**config.mk**
```make
export PLATFORM = sky130hd
export DESIGN_NAME = top_cpu
export DESIGN_NICKNAME = d
export VERILOG_FILES = /design/src/rtl/top_cpu.sv
export SDC_FILE = /design/constraint.sdc
export NUM_CORES = 1
export LEC_CHECK = 0
export CORE_MARGIN = 1.5
export CORE_UTILIZATION = 50
export DETAILED_ROUTE_END_ITERATION = 10
export GPL_ROUTABILITY_DRIVEN = 0
export HOLD_SLACK_MARGIN = 0.1
export PLACE_DENSITY_LB_ADDON = 0.08
export SETUP_SLACK_MARGIN = 0.1
export SYNTH_ARGS = -nofsm -noshare
export SYNTH_HDL_FRONTEND = slang
export SYNTH_SLANG_ARGS = --single-unit
```
**constraint.sdc**
```tcl
create_clock -name clk -period 5.77 [get_ports clk]
set_input_delay 1.4425 -clock clk [delete_from_list [all_inputs] [get_ports clk]]
set_output_delay 1.4425 -clock clk [all_outputs]
set_load 0.02 [all_outputs]
```
**src/rtl/top_cpu.sv**
```systemverilog
// Minimal 8-bit CPU core: a two-state control FSM drives an operand stage and a registered ALU writeback stage.
// Optional feature: define TOP_CPU_SRA_EN to make opcode 1000 an arithmetic shift right instead of illegal.
module top_cpu #(
   parameter int WIDTH = 8
) (
   input  logic             clk,
   input  logic             rstn,
   input  logic [3:0]       instr,
   input  logic [WIDTH-1:0] inA,
   input  logic [WIDTH-1:0] inB,
   output logic [WIDTH-1:0] result,
   output logic             zero,
   output logic             neg,
   output logic             carry,
   output logic             ovf
);

   typedef enum logic {IDLE, RUN} state_e;

   state_e           state_q, state_d;
   logic             load_en, wb_en;

   logic [3:0]       op_q, op_d;
   logic [WIDTH-1:0] a_q, a_d, b_q, b_d;

   logic [WIDTH-1:0] result_q, result_d;
   logic             zero_q, zero_d, neg_q, neg_d, carry_q, carry_d, ovf_q, ovf_d;

   logic [WIDTH-1:0] alu_res;
   logic             alu_c, alu_v;
   logic [WIDTH:0]   sum9;

   // rstn is active-high despite its name
   always_ff @(posedge clk or posedge rstn) begin
      if (rstn) begin
         state_q <= IDLE;
      end else begin
         state_q <= state_d;
      end
   end

   always_comb begin
      state_d = state_q;
      case (state_q)
         IDLE:    state_d = RUN;
         RUN:     state_d = RUN;
         default: state_d = IDLE;
      endcase
   end

   always_comb begin
      load_en = 1'b0;
      wb_en   = 1'b0;
      if (state_q == RUN) begin
         load_en = 1'b1;
         wb_en   = 1'b1;
      end
   end

   always_comb begin
      alu_res = '0;
      alu_c   = 1'b0;
      alu_v   = 1'b0;
      sum9    = '0;
      case (op_q)
         4'h0: begin
            sum9    = {1'b0, a_q} + {1'b0, b_q};
            alu_res = sum9[WIDTH-1:0];
            alu_c   = sum9[WIDTH];
            alu_v   = (a_q[WIDTH-1] == b_q[WIDTH-1]) && (alu_res[WIDTH-1] != a_q[WIDTH-1]);
         end
         4'h1: begin
            sum9    = {1'b0, a_q} - {1'b0, b_q};
            alu_res = sum9[WIDTH-1:0];
            alu_c   = sum9[WIDTH];
            alu_v   = (a_q[WIDTH-1] != b_q[WIDTH-1]) && (alu_res[WIDTH-1] != a_q[WIDTH-1]);
         end
         4'h2: alu_res = a_q & b_q;
         4'h3: alu_res = a_q | b_q;
         4'h4: alu_res = a_q ^ b_q;
         4'h5: alu_res = {{(WIDTH-1){1'b0}}, ($signed(a_q) < $signed(b_q))};
         4'h6: alu_res = a_q << b_q[2:0];
         4'h7: alu_res = a_q >> b_q[2:0];
`ifdef TOP_CPU_SRA_EN
         4'h8: alu_res = $signed(a_q) >>> b_q[2:0];
`endif
         default: alu_res = '0;
      endcase
   end

   always_comb begin
      op_d     = load_en ? instr : op_q;
      a_d      = load_en ? inA : a_q;
      b_d      = load_en ? inB : b_q;
      result_d = wb_en ? alu_res : result_q;
      zero_d   = wb_en ? (alu_res == '0) : zero_q;
      neg_d    = wb_en ? alu_res[WIDTH-1] : neg_q;
      carry_d  = wb_en ? alu_c : carry_q;
      ovf_d    = wb_en ? alu_v : ovf_q;
   end

   always_ff @(posedge clk or posedge rstn) begin
      if (rstn) begin
         op_q     <= '0;
         a_q      <= '0;
         b_q      <= '0;
         result_q <= '0;
         zero_q   <= 1'b0;
         neg_q    <= 1'b0;
         carry_q  <= 1'b0;
         ovf_q    <= 1'b0;
      end else begin
         op_q     <= op_d;
         a_q      <= a_d;
         b_q      <= b_d;
         result_q <= result_d;
         zero_q   <= zero_d;
         neg_q    <= neg_d;
         carry_q  <= carry_d;
         ovf_q    <= ovf_d;
      end
   end

   assign result = result_q;
   assign zero   = zero_q;
   assign neg    = neg_q;
   assign carry  = carry_q;
   assign ovf    = ovf_q;

endmodule

```
== Word-level counts from Yosys, hierarchy flattened ==
Cells that the tools add are included.
Storage, ports and cells
  output and inout bits: 12
  input port bits: 22
  word-level logic and storage cells: 36
  register bits: 33
Operators by class
  mux-type cells: 4
  add/subtract/negate cells: 2
  bitwise operators: 3
  reductions and logical operators: 4
  magnitude comparators: 1
  equal/unequal tests: 11
  shift-type cells: 2
Operator list (count)
  $pmux W8 S8: 1
  $eq A4 B3 Y1 const B: 4
  $add A8 B8 Y9: 1
  $sub A8 B8 Y9: 1
  $and A8 B8 Y8: 1
  $eq A4 B2 Y1 const B: 2
  $logic_not A8 Y1: 1
  $lt A8 B8 Y1: 1
  $or A8 B8 Y8: 1
  $shl A8 B3 Y8: 1
  $shr A8 B3 Y8: 1
  $xor A8 B8 Y8: 1
  $eq A4 B1 Y1 const B: 1
  $logic_not A4 Y1: 1
  $pmux W1 S2: 2
  $ne A1 B1 Y1: 3
  $logic_and A1 B1 Y1: 2
  $eq A1 B1 Y1: 1
  $mux W1: 1

== Depth between registers and ports, before layout ==
Gate-level depths: netlist of run 1.
  word-level depth: 4
  depth in mapped cells: 11
  mapped depth without buffers: 11

== Least setup slack after synthesis of run 1 ==
No wires, ideal clock.
  kind: flip-flop to flip-flop
  from: register b_q[1]
  to: register zero_q (netlist: zero)
  arrival time: 2.849 ns
  period minus slack after synthesis: 2.945 ns
  stages on the path, launching flop included: 11
  buffers on the path: 1
  data required time: 5.674 ns
  library setup time: 0.096 ns
  path slack: 2.825 ns
  cell sequence: dfrtp_1 > buf_2 > inv_1 > ha_1 > o21bai_1 > a21oi_1 > a221o_1 > a2111oi_4 > nand3_1 > or4_1 > o32ai_2
Between the ends
  longest elaborated chain between the ends: 3
  elaborated cells on any way between the ends: 10
  those cells by class: 2 x add/sub; 1 x order compare; 2 x shift; 1 x mux; 3 x bitwise; 1 x reduce/logical
RTL lines
  from (decl): RTL line 24  | logic [WIDTH-1:0] a_q, a_d, b_q, b_d;
  from (signal assigned): RTL line 106  | b_q <= '0;
  from (signal assigned): RTL line 115  | b_q <= b_d;
  $sub A8 B8 Y9 (tied with other cells): RTL line 73  | sum9 = {1'b0, a_q} - {1'b0, b_q};
  $pmux W8 S8 *: RTL line 65  | case (op_q)
  $logic_not A8 Y1 *: RTL line 96  | zero_d = wb_en ? (alu_res == '0) : zero_q;
  to (signal assigned): RTL line 117  | zero_q <= zero_d;
  to (decl): RTL line 27  | logic zero_q, zero_d, neg_q, neg_d, carry_q, carry_d, ovf_q, ovf_d;
Every way passes the cells marked *; elsewhere a longest branch is shown, timed or not.
A chain may end at the register's enable or synchronous reset.

== Worst setup path in the final report of run 1 ==
Same ends and word-level chain as after synthesis.

==> out/results.tsv, run 1 <==
metric	value	unit
critical_path_class	reg -> reg	
yosysUniqueCellTypes	60	
floorplan.initialDensity	0.528	
place_hpwl	5.81	mm
fillers	526	
dr_total_vias	2706	
wl_per_cell	18.4	um
first_pass_iters	5	
cpPeakStageDelay	0.85	ns
clock_latency	0.29	ns
period_needed	3.58	ns
portBuffers	33	
cp_cell_sequence	inv_1, ha_1, o21bai_1, a21oi_1, a221o_1, a2111oi_4, nand3_1, or4_1, o32ai_2	
grt_usage	0.271	
fp.dieArea	6400	sq um
antenna_found_initial	0	
cp_max_fo	23	
endpoint_kind	flop	
grt_pass1_wl	13.2	mm
root_buffer	clkbuf_8	
drc	0	
syn_inst	342	
slew_viol_final	0	
ios	34	
grt_pass1_vias	2598	
crit_slowest_cell	dfrtp_1	
drt-initial-drc-count	191	
setup_tns	0	ns
cts_inserted_buffers	5	
syn_nets	391	
finalSetupViolations	0	
cts_sinks	32	
dp.cells	428	
yosysSeqAreaShare	0.270	
slew-limit-headroom	0.355	
tightest_slew	0.965	ns
max_freq	279	MHz
layoutNonFillerInstCount	436	
drt_wl_total	8.04	mm
multi_input_area	1940	sq um
hp-class	reg -> reg	
vias_per_cell	6.21	
chipWidth	80.0	um
nets	412	
hold_buffers	0	
synthTopCellsByArea	dfrtp_1 (27%), ha_1 (11%), o21ai_0 (6.1%)	
power.density	243	nW/um^2
dieHeight	80.0	um
postLayoutCoreUtil	0.605	
cp.required	5.97	ns
p_leak	1.41	nW
clkSlewWorstSetupHoldPaths	0.07	ns
fin_skew	0.00366	ns
register_area	801	sq um
ir_drop	119	uV
htreeDepth	2	
ant_nets	0	
yosysTopAreaCell	dfrtp_1	
outcome	finished, final reports clean	
clockBufferDepth	2	
core	5610	sq um
synth_ff_type	dfrtp_1	
synthArstFlopShare	1.00	
start_kind	flop	
synth_edf_count	0	
rsz0062_at_grt	false	
drive_gt1_frac	0.0962	
gr-total-overflow	0	
yosys.area.top_type_share	0.270	
antennaDiodeCount	0	
synth_area	2960	sq um
grt_max_degree	54	
cts_setup_buffers	0	
fp-row-count	27	
cp.arrival	3.78	ns
fin_crit_sh	0.621	
ys_warn_count	0	
holdWs	0.511	ns
cts_tree	yes	
netlist_top_cells_count	nand2_1 (36), o21ai_0 (36), dfrtp_1 (32), inv_1 (28), ha_1 (25)	
hold_viol_final	0	
area_delta_synth_final	14.6	%
ctsResizeCount	0	
syn_avg_cell_area	8.66	sq um
synth_seq_cells	32	
cap_violations	0	
==> critical path: cells and delay by family (launching register included) <==
kind                     cells  cell delay, ns
flip-flops                   1            0.85
AO/OA/AOI/OAI                5            1.27
adder cells (fa/ha/maj)      1            0.42
AND/OR/NAND/NOR              2            0.64
buffers and inverters        1            0.31
==> cells in the final DEF, fill, tap and decap left out, drive strengths merged, types with 3 or more instances in the layout <==
cell type and count:
o21ai 36, nand2 36, clkdlybuf4s50 33, dfrtp 32, inv 28, ha 25
nor2 22, a21oi 18, mux2 10, o211ai 7, nor2b 7, mux4 7
nand3 6, clkbuf 6, nor3 5, nor4 4, or4 4, mux2i 4
a221oi 4, o22ai 4, buf 4, nand2b 3, nand4 3, or3 3
nor4b 3, o311ai 3, clkinv 3
==> metrics by stage <==
| stage | setup slack [ns] | area [sq um] | total power, mW |
|---|---|---|---|
| after CTS | 2.21 | 3390 | 0.826 |
| after global routing | 1.90 | 3390 | 0.876 |
| after floorplan | 2.82 | 2960 | 0.528 |
| after detailed placement | 2.23 | 3300 | 0.636 |
| final | 2.19 | 3390 | 0.824 |
| after global placement | 2.38 | 3300 | 0.631 |
==> kinds of logic after synthesis <==
| kind of cell | share of synthesized area |
|---|---|
| AO/OA/AOI/OAI | 0.247 |
| adder cells (fa/ha/maj) | 0.119 |
| buffers and inverters | 0.0743 |
| flip-flops | 0.270 |
| multiplexers | 0.107 |
| other | 0.00127 |
| AND/OR/NAND/NOR | 0.181 |
==> power breakdown <==
part           total, mW  switching [mW]  internal, mW
Sequential         0.304          0.0506         0.253
Combinational      0.333           0.176         0.157
Clock              0.187          0.0919        0.0953
==> sequential cells by signal (all words and copies together) (netlist names) <==
signal / count
ovf: 1
carry: 1
result: 8
op_q: 4
b_q: 8
a_q: 8
state_q: 1
zero: 1
==> worst paths after layout <==
kind | from | end | slack, ns | cells after the start
worst max-delay path | b_q[1] | zero | 2.19 | 9
worst min-delay path | result[6] | result[6] | 0.51 | 1
worst max register to register | b_q[1] | zero | 2.19 | 9
worst min register to register | result[6] | result[6] | 0.51 | 1
max in group asynchronous | rstn | b_q[1] | 3.92 | 3
min in group asynchronous | rstn | ovf | 1.54 | 3
==> per-layer routing <==
| layer | up-vias | track usage | part of all wire |
|---|---|---|---|
| met5 | - | 0 | 0 |
| met1 | 1313 | 0.388 | 0.46 |
| met3 | 13 | 0.0411 | 0.058 |
| met4 | 0 | 0.100 | 0.018 |
| met2 | 90 | 0.411 | 0.47 |
| li1 | 1290 | - | - |
==> cell type report <==
type / instances / area share
Sequential cell: 32 / 0.236
Inverter: 29 / 0.0321
Clock buffer: 6 / 0.0243
Clock inverter: 2 / 0.00295
Tap cell: 72 / 0.0265
Multi-Input combinational cell: 258 / 0.572
Timing Repair Buffer: 37 / 0.106
No activity file was read; power rests on OpenSTA's default activity.
==> run 2, diff against run 1 <==
- clock period: 5.77 -> 3.7 ns (I/O delays scaled with it)
==> run 2 against run 1 <==
Effect of this change:
- fmax up 15%
- hold slack got worse by 0.0080 ns
- core utilization grew 0.74 points
- wire length up 2.0%
- critical path depth unchanged
- sequential power up 52%
- register-to-register slack worse by 1.6 ns
- first-iteration DRC count rose by 3.7%
- sequential share of layout area is 0.28 points lower
- cell area up 1.2%
- clock-buffer cell count increased by 1
- cell count rose by 0.92%
- critical path type unchanged
- critical endpoint unchanged
==> out/results.tsv, run 2 (same netlist as run 1, synthesis figures left out) <==
metric	value	unit	change
hold_buffers	0		unchanged
area_delta_synth_final	16.0	%	
rsz0062_at_grt	false		
fin_crit_sh	0.840		+0.219
period_needed	3.11	ns	-0.475 ns
antennaDiodeCount	0		unchanged
setup_ws	0.592	ns	-1.60 ns
clock_latency	0.29	ns	about the same
cp.arrival	3.30	ns	-0.48 ns
dpl_worst_slack	0.636	ns	-1.59 ns
slew-limit-headroom	0.413		+0.0582
fillers	526		unchanged
cts_tree	yes		
ios	34		unchanged
p_int	814	uW	+61%
postLayoutCoreUtil	0.613		+0.00736
cp.required	3.89	ns	-2.08 ns
p_clk_frac	0.231		+0.004
chipWidth	80.0	um	unchanged
max_freq	322	MHz	+15%
fp.dieArea	6400	sq um	unchanged
wl_per_cell	18.6	um	+1.0%
grt_max_degree	54		unchanged
pwr-share-comb	0.416		+0.012
root_buffer	clkbuf_8		
clkSlewWorstSetupHoldPaths	0.07	ns	about the same
start_kind	flop		
dieHeight	80.0	um	unchanged
drive_gt1_frac	0.106		+0.00982
drt-initial-drc-count	198		+3.7%
clockBufferDepth	2		unchanged
p_leak	1.43	nW	+1.7%
tightest_slew	0.878	ns	-0.0875 ns
slew_viol_final	0		unchanged
cap_violations	0		unchanged
place_hpwl	5.98	mm	+3.0%
outcome	finished, final reports clean		
htreeDepth	2		unchanged
p_sw	494	uW	+55%
cts_setup_buffers	0		unchanged
grt_pass1_vias	2595		-0.12%
sw_frac_of_total	0.378		-0.00858
nets	417		+1.2%
finalSetupViolations	0		unchanged
cp_max_fo	11		-52%
ir_drop	211	uV	+78%
power.density	381	nW/um^2	+57%
vias_per_cell	6.30		+1.5%
hp-class	reg -> reg		
endpoint_kind	flop		
ant_nets	0		unchanged
drt_wl_total	8.20	mm	+2.0%
grt_usage	0.272		+0.00138
fp-row-count	27		unchanged
drc	0		unchanged
first_pass_iters	5		unchanged
hold_viol_final	0		unchanged
fin_skew	0.00868	ns	+0.00502 ns
setup_tns	0	ns	unchanged
dr_total_vias	2773		+2.5%
final_cell_mix	o21ai_0 (36), nand2_1 (36), clkdlybuf4s50_1 (33)		
p_seq_frac	0.352		-0.017
grt_pass1_wl	13.1	mm	-0.79%
cts_inserted_buffers	5		unchanged
cts_sinks	32		unchanged
core	5610	sq um	unchanged
floorplan.initialDensity	0.528		unchanged
portBuffers	33		unchanged
ctsResizeCount	0		unchanged
critical_path_class	reg -> reg		
antenna_found_initial	0		unchanged
gr-total-overflow	0		unchanged
run 2: changes by cell type in the layout (fill, tap and decap cells not counted), sizes merged:
| cell | change |
|---|---|
| buf | +5 |
| clkbuf | +1 |
| clkinv | -2 |
run 2: power by group through the flow:
stage | Clock [mW] | Combinational [mW] | Sequential, mW
floorplan | 0 | 0.355 | 0.468
global placement | 0 | 0.532 | 0.464
detailed placement | 0 | 0.535 | 0.467
CTS | 0.311 | 0.539 | 0.460
global route | 0.323 | 0.592 | 0.469
finish | 0.303 | 0.545 | 0.461
run 2: final cells by class:
class	instances	area, sq um	area share
sequential	32	801	0.233
timing repair buffer	42	398	0.116
clock buffer	7	96.3	0.0280
tap	72	90.1	0.0262
multi-input combinational	258	1940	0.565
inverter	29	109	0.0317
run 2: metrics by stage:
step / total power [mW] / cell area (sq um) / hold slack, ns / instances
3_3_place_gp: 0.995 / 3340 / 0.480 / 433
6_report: 1.31 / 3440 / 0.503 / 440
2_1_floorplan: 0.823 / 2960 / 0.537 / 342
5_1_grt: 1.38 / 3440 / 0.524 / 440
4_1_cts: 1.31 / 3440 / 0.508 / 440
3_5_place_dp: 1.00 / 3340 / 0.491 / 433
run 2: worst max-delay path, cell delays in order, from the launching register on:
cell and delay (ns):
dfrtp_1 0.59, inv_1 0.11, ha_1 0.37, o21bai_1 0.15, a21oi_1 0.12, a221o_1 0.40, a2111oi_4 0.40, nand3_1 0.12
or4_1 0.54, o32ai_2 0.20
run 2: final timing paths:
path,from,endpoint,slack (ns),depth (start not counted)
max,a_q[1],zero,0.59,9
min,result[1],result[1],0.50,2
max reg2reg,a_q[1],zero,0.59,9
min in group asynchronous,rstn,b_q[6],1.01,2
max in group asynchronous,rstn,op_q[0],2.01,3
min reg2reg,result[1],result[1],0.50,2
run 2: routing by layer:
metal  GRT usage  part of all wire
met2       0.423              0.47
met5           0                 0
met4       0.100             0.026
met3      0.0400             0.064
met1       0.383              0.44
==> run 3, diff against run 2 <==
- clock period: 3.7 -> 3.1 ns (I/O delays scaled with it)
==> run 3 against run 2 <==
Effect of this change:
- via count grew 1.4%
- core utilization grew 1.6 points
- clock-buffer cell count shrank 1
- die area is the same
- hold slack lost 0.0073 ns
- sequential power grew 15%
- worst setup slack lost 0.34 ns
- global-route usage grew 0.16 points
- total power grew 25%
- sequential share of layout area shrank 0.55 points
- cell area grew 2.6%
- clock power grew 36%
- largest cell class unchanged
- highest routed layer unchanged
==> out/results.tsv, run 3 (same netlist as run 1, synthesis figures left out) <==
metric	value	unit	change
worst-r2r-cell-count	9		unchanged
start_kind	flop		
htreeDepth	2		unchanged
grt_max_degree	53		-1.9%
drc	0		unchanged
p_sw	605	uW	+22%
rrSetupSlack	0.25	ns	-0.34 ns
slew_viol_final	0		unchanged
holdPathEnd	result[1]		
finalSetupViolations	0		unchanged
dr_total_vias	2813		+1.4%
dieHeight	80.0	um	unchanged
clock_latency	0.30	ns	about the same
fp.dieArea	6400	sq um	unchanged
cp.required	3.31	ns	-0.58 ns
area_delta_synth_final	19.0	%	
hold_buffers	0		unchanged
ios	34		unchanged
setup_tns	0	ns	unchanged
place_hpwl	5.91	mm	-1.3%
setup_ws	0.254	ns	-0.338 ns
crit_slowest_cell	or4_4		
power.density	463	nW/um^2	+22%
grt_pass1_wl	13.4	mm	+1.8%
cp.arrival	3.06	ns	-0.24 ns
cap_violations	0		unchanged
tightest_slew	1.21	ns	+0.336 ns
reg2reg_to	zero		
holdPathStages	2		unchanged
root_buffer	clkbuf_8		
clkSlewWorstSetupHoldPaths	0.08	ns	about the same
p_leak	1.48	nW	+3.2%
fin_crit_sh	0.918		+0.0781
p_seq_frac	0.325		-0.027
drt_wl_total	8.15	mm	-0.57%
grt_pass1_vias	2629		+1.3%
sw_frac_of_total	0.371		-0.00734
ir_drop	234	uV	+11%
pwr-share-comb	0.422		+0.006
drt-initial-drc-count	289		+46%
cpPeakStageDelay	0.59	ns	about the same
period_needed	2.85	ns	-0.262 ns
hold_start	result[1]		
hold_viol_final	0		unchanged
antennaDiodeCount	0		unchanged
clockBufferDepth	2		unchanged
drive_gt1_frac	0.140		+0.0342
cts_tree	yes		
fin_skew	0.0130	ns	+0.00430 ns
cts_inserted_buffers	5		unchanged
final_cell_mix	o21ai_0 (36), nand2_1 (36), clkdlybuf4s50_1 (33)		
outcome	finished, final reports clean		
gr-total-overflow	0		unchanged
wl_per_cell	18.1	um	-2.8%
chipWidth	80.0	um	unchanged
cp_cell_sequence	inv_1, ha_1, or2_2, a221oi_1, nor4_1, o21ai_0, nand4_1, or4_4, o32ai_2		
floorplan.initialDensity	0.528		unchanged
p_int	1.03	mW	+26%
max_freq	351	MHz	+9.2%
critical_path_class	reg -> reg		
portBuffers	33		unchanged
worstReg2RegStart	b_q[1]		
antenna_found_initial	0		unchanged
vias_per_cell	6.25		-0.81%
cts_sinks	32		unchanged
slew-limit-headroom	0.189		-0.224
hp-class	reg -> reg		
grt_usage	0.274		+0.00155
first_pass_iters	5		unchanged
cp_max_fo	5		-6
p_clk_frac	0.253		+0.022
core	5610	sq um	unchanged
nets	426		+2.2%
endpoint_kind	flop		
ant_nets	0		unchanged
fp-row-count	27		unchanged
rsz0062_at_grt	false		
dpl_worst_slack	0.159	ns	-0.477 ns
[run 3: cell count changes in the layout (fill, tap and decap cells not counted), sizes merged]
cell / before / now
clkbuf: 7 / 6
clkinv: 1 / 2
buf: 9 / 18
bufinv: 0 / 1
[run 3: worst max-delay path: cells and delay by family, from the launching register on]
family,cells,cell delay (ns)
adders and majority gates,1,0.29
DFF,1,0.39
AOI/OAI and AO/OA,3,0.77
buffers and inverters,1,0.11
and+or+nand+nor,4,1.18
[run 3: layout make-up]
type | count | area [sq um]
sequential | 32 | 802
clock buffer | 6 | 72.6
clock inverter | 2 | 35.0
timing repair buffer | 51 | 465
fill | 523 | 2080
tap | 72 | 90.1
multi-input combinational | 258 | 1950
inverter | 29 | 109
[run 3: metrics by stage]
stage               power, mW  std cells  hold slack, ns  cell area (sq um)  utilization
global placement         1.20        440           0.492               3390        0.605
finish                   1.63        450           0.496               3520        0.629
global route             1.72        450           0.530               3520        0.629
CTS                      1.62        448           0.507               3500        0.624
detailed placement       1.21        440           0.489               3390        0.605
floorplan               0.983        342           0.537               2960            -
[run 3: how the worst max path moves through the flow]
stage	startpoint	to	slack [ns]
floorplan	b_q[1]	zero	0.15
global placement	a_q[0]	zero	0.28
detailed placement	a_q[0]	zero	0.16
CTS	a_q[0]	zero	0.15
global route	b_q[1]	zero	0.13
finish	b_q[1]	zero	0.25
[run 3: routing by layer]
metal / global-route usage / routed length [um]
met5: 0 / 0
met4: 0.129 / 249
met3: 0.0480 / 540
met2: 0.426 / 3780
met1: 0.367 / 3580
[run 3: power by group through the flow]
stage                     Clock, mW  Combinational, mW  Sequential [mW]
final                         0.413              0.689            0.530
after detailed placement          0              0.671            0.537
after global placement            0              0.663            0.534
after global routing          0.430              0.751            0.540
after floorplan                   0              0.424            0.558
after CTS                     0.412              0.674            0.530
[run 3: timing repair]
action | 4_1_cts | 5_1_grt
endpoints found under the setup margin | 0 | 1
hold endpoints to repair | 0 | 0
buffers inserted | 0 | 2
resized for setup | 0 | 6
